`config.mk`:
```
export PLATFORM = sky130hd
export DESIGN_NAME = mux_scan_ctrl
export DESIGN_NICKNAME = d
export VERILOG_FILES = /design/src/rtl/mux_scan_ctrl.sv
export SDC_FILE = /design/constraint.sdc
export NUM_CORES = 1
export LEC_CHECK = 0
export CELL_PAD_IN_SITES_DETAIL_PLACEMENT = 1
export CELL_PAD_IN_SITES_GLOBAL_PLACEMENT = 2
export CORE_MARGIN = 3
export CORE_UTILIZATION = 30
export DETAILED_ROUTE_END_ITERATION = 7
export GPL_TIMING_DRIVEN = 0
export HOLD_SLACK_MARGIN = 0.08
export PLACE_DENSITY_LB_ADDON = 0.1
export SLEW_MARGIN = 20
export SYNTH_ARGS = -nofsm -noshare
export SYNTH_HDL_FRONTEND = slang
export SYNTH_SLANG_ARGS = --single-unit
```
`constraint.sdc`:
```
create_clock -name clk -period 2.2 [get_ports clk]
set_input_delay 0.44 -clock clk [delete_from_list [all_inputs] [get_ports clk]]
set_output_delay 0.44 -clock clk [all_outputs]
set_load 0.01 [all_outputs]
```
`src/rtl/mux_scan_ctrl.sv`:
```
// Scan controller for a downstream 4:1 mux: drives a data pattern, steps
// the select through all four channels and captures/compares the output.
module mux_scan_ctrl #(
    parameter int unsigned DWELL = 2
) (
    input  logic       clk,
    input  logic       rst_n,
    input  logic       start,
    input  logic [3:0] data_in,
    input  logic       mux_out,
    output logic [3:0] mux_data,
    output logic [1:0] sel,
    output logic [3:0] result,
    output logic       busy,
    output logic       done,
    output logic       error
);

    localparam logic [3:0] LAST = 4'(DWELL - 1);

    typedef enum logic [1:0] {
        IDLE,
        SCAN,
        DONE
    } state_t;

    state_t     state_q, state_d;
    logic [3:0] mux_data_q, mux_data_d;
    logic [1:0] sel_q, sel_d;
    logic [3:0] cnt_q, cnt_d;
    logic [3:0] result_q, result_d;
    logic       error_q, error_d;

    always_comb begin
        state_d    = state_q;
        mux_data_d = mux_data_q;
        sel_d      = sel_q;
        cnt_d      = cnt_q;
        result_d   = result_q;
        error_d    = error_q;
        unique case (state_q)
            IDLE: begin
                if (start) begin
                    mux_data_d = data_in;
                    sel_d      = 2'd0;
                    cnt_d      = 4'd0;
                    result_d   = 4'd0;
                    error_d    = 1'b0;
                    state_d    = SCAN;
                end
            end
            SCAN: begin
                if (cnt_q == LAST) begin
                    result_d[sel_q] = mux_out;
                    cnt_d           = 4'd0;
                    sel_d           = sel_q + 2'd1;
                    if (sel_q == 2'd3) begin
                        // compare includes the bit captured on this edge
                        error_d = (result_d != mux_data_q);
                        state_d = DONE;
                    end
                end else begin
                    cnt_d = cnt_q + 4'd1;
                end
            end
            DONE: begin
                state_d = IDLE;
            end
            default: begin
                state_d = IDLE;
            end
        endcase
    end

    always_ff @(posedge clk or negedge rst_n) begin
        if (!rst_n) begin
            state_q    <= IDLE;
            mux_data_q <= 4'd0;
            sel_q      <= 2'd0;
            cnt_q      <= 4'd0;
            result_q   <= 4'd0;
            error_q    <= 1'b0;
        end else begin
            state_q    <= state_d;
            mux_data_q <= mux_data_d;
            sel_q      <= sel_d;
            cnt_q      <= cnt_d;
            result_q   <= result_d;
            error_q    <= error_d;
        end
    end

    assign mux_data = mux_data_q;
    assign sel      = sel_q;
    assign result   = result_q;
    assign error    = error_q;
    assign busy     = (state_q != IDLE);
    assign done     = (state_q == DONE);

endmodule

```
==> results <==
-- state kept, by name, summed over array words and instances (netlist names) --
signal,cells
cnt_q,4
error,1
result,4
sel,2
state_q,2
mux_data,4
-- power groups by stage --
stage               Combinational, mW  Sequential (mW)  Clock (mW)
floorplan                       0.423            0.576           0
global placement                0.720            0.557           0
detailed placement              0.743            0.564           0
CTS                             0.747            0.558       0.180
global route                    0.822            0.582       0.196
finish                          0.730            0.556       0.171
-- cell type report --
cell class | count | area share, %
Timing Repair Buffer | 19 | 16.3
Multi-Input combinational cell | 60 | 39.0
Clock buffer | 3 | 1.93
Inverter | 6 | 1.93
Tap cell | 31 | 3.32
Sequential cell | 17 | 36.4
Clock inverter | 1 | 0.428
Buffer | 2 | 0.749
-- cell usage in the layout, fill, tap and decap left out, types with 3 or more instances in the layout --
master,netlist,final
mux2_2,4,4
mux2i_1,5,5
a32o_1,3,3
xnor2_1,4,4
nand2_1,5,5
ha_1,6,6
clkdlybuf4s50_1,0,19
o21bai_1,4,4
nor2_1,5,5
clkbuf_4,0,3
o21ai_0,7,7
inv_1,6,6
dfrtp_1,17,17
-- per-stage QoR --
stage               hold slack [ps]  cells  setup slack [ps]  utilization [%]
floorplan                       144     85               569                -
global placement                474    135               278             40.3
detailed placement              489    135               270             40.3
CTS                             504    139               187             41.3
global route                    535    139               107             41.3
finish                          506    139               205             41.3
-- path summary, 6_finish.rpt --
| check | start | to | slack [ps] | depth (start not counted) |
|---|---|---|---|---|
| worst max-delay path | state_q[0] | busy | 210 | 2 |
| worst min-delay path | cnt_q[3] | cnt_q[3] | 510 | 1 |
| worst max register to register | cnt_q[1] | result[1] | 390 | 6 |
| worst min register to register | cnt_q[3] | cnt_q[3] | 510 | 1 |
| max in group asynchronous | rst_n | error | 1120 | 1 |
| min in group asynchronous | rst_n | sel[0] | 590 | 1 |
-- metal layers --
layer	global-route usage [%]	vias to the layer above	share of wire (%)
li1	-	346	-
met1	19.2	352	51
met2	19.2	15	42
met3	2.31	4	4.0
met4	9.29	0	2.9
met5	0	-	0
-- logic make-up (layout without fill, tap and decap cells) --
family / count (synthesis) / after routing / synth area share [%]
AOI/OAI and AO/OA: 22 / 22 / 16.7
xor gates and xnor gates: 4 / 4 / 3.84
adders and majority gates: 6 / 6 / 8.23
buffers and inverters: 8 / 31 / 3.43
DFF: 17 / 17 / 46.6
muxes: 9 / 9 / 10.4
and+or+nand+nor: 19 / 19 / 10.7
-- critical path: cells and delay by family, from the launching register on --
family | cells | cell delay [ps]
simple gates | 1 | 320
buf+inv | 1 | 480
flops | 1 | 450
==> flow_summary.json <==
{
  "slew_headroom_pct": 47.5,
  "synth_top_area_cell": "dfrtp_1",
  "clockPowerShare_pct": 11.8,
  "arrival_ps": 1550,
  "synth_most_common_cell": "dfrtp_1",
  "p_leak_nw": 0.506,
  "synthTopCellsByCount": "dfrtp_1 (17), o21ai_0 (7), ha_1 (6), inv_1 (6)",
  "p_comb_share_pct": 50.1,
  "ys_types": 26,
  "crit_slowest_cell": "clkdlybuf4s50_1",
  "register_area_um2": 425,
  "cts_buffers": 3,
  "skew_ps": 8.19,
  "num_vias": 717,
  "cts_max_level": 1,
  "clock_sinks": 17,
  "clock_path_buffers": 2,
  "coreArea_mm2": 0.00283,
  "swShare_pct": 38.2,
  "vias_per_cell": 5.16,
  "io_buffers": 19,
  "synth-seq-area-share_pct": 46.6,
  "rows": 19,
  "peakVddDrop_v": 0.000557,
  "drive_above_1_share_pct": 10.2,
  "path_clk_slew_ps": 110,
  "clkLatencyLatePin_ps": 300,
  "worst_pin_slew_ps": 785,
  "finalPower_mw": 1.46,
  "finalCriticalPeriod_ps": 1990,
  "finalSetupViolCount": 0,
  "seqPwrFrac_pct": 38.1,
  "ant_nets": 0,
  "gp_congestion": 0.670,
  "synth_edf_count": 0,
  "drv_slew": 0,
  "maxCapViolCount": 0,
  "worst-path-max-fanout": 6,
  "outcome": "finished, final reports clean",
  "hold_viol": 0,
  "p_sw_mw": 0.556,
  "ctsResizeCount": 0,
  "fillCellCount": 341,
  "wl_um": 2100,
  "power_density_mw_per_mm2": 1250,
  "nNetsFinal": 123,
  "synth_warnings": 0,
  "synth_nets": 99,
  "ys_ff_latch": 17,
  "synth_ff_type": "dfrtp_1",
  "crit_required_ps": 1760,
  "multi_input_area_um2": 455,
  "drt_iter0_markers": 15,
  "synthCells": 85,
  "root_buffer": "clkbuf_4",
  "drt-pass1-iter-count": 4,
  "grt_usage_pct": 13.7,
  "netlist_area_um2": 912,
  "grt_max_degree": 18,
  "start_util_pct": 32.2,
  "grt_pass1_vias": 744,
  "die_y_um": 61.1,
  "cts_hold_buf": 0,
  "async_reset_ff_share_pct": 100,
  "final_area_mm2": 0.00117,
  "period_share_pct": 90.7,
  "grt_pass1_wl_um": 3660,
  "hold_path_class": "reg -> reg",
  "antennaDiodeCount": 0,
  "startpoint_type": "flop",
  "setup_tns_ps": 0,
  "timing.fmax_mhz": 501,
  "crit_type": "reg -> out",
  "post_cts_buffers": 0,
  "syn_to_final_growth_pct": 28.1,
  "cts_tree": "done",
  "avgSynthCellArea_um2": 10.7,
  "dieArea_mm2": 0.00374,
  "io_pins": 21,
  "crit_chain": "or2_2 -> clkdlybuf4s50_1",
  "grt-ovfl-total": 0,
  "die_x_um": 61.1,
  "netlist.area_leader.share_pct": 46.6,
  "hpwl_um": 1580,
  "max_stage_delay_ps": 480,
  "antenna_found_initial": 0,
  "rsz0062_at_grt": "false",
  "route.detailed.drc": 0,
  "worst_setup_path_end_kind": "primary output",
  "p_int_mw": 0.901,
  "place_area_mm2": 0.00114,
  "synth.area.top_cells": "dfrtp_1 (47%), ha_1 (8.2%), mux2i_1 (5.5%)",
  "routedWlPerCell_um": 15.1
}
(Power assumes the default switching activity.)
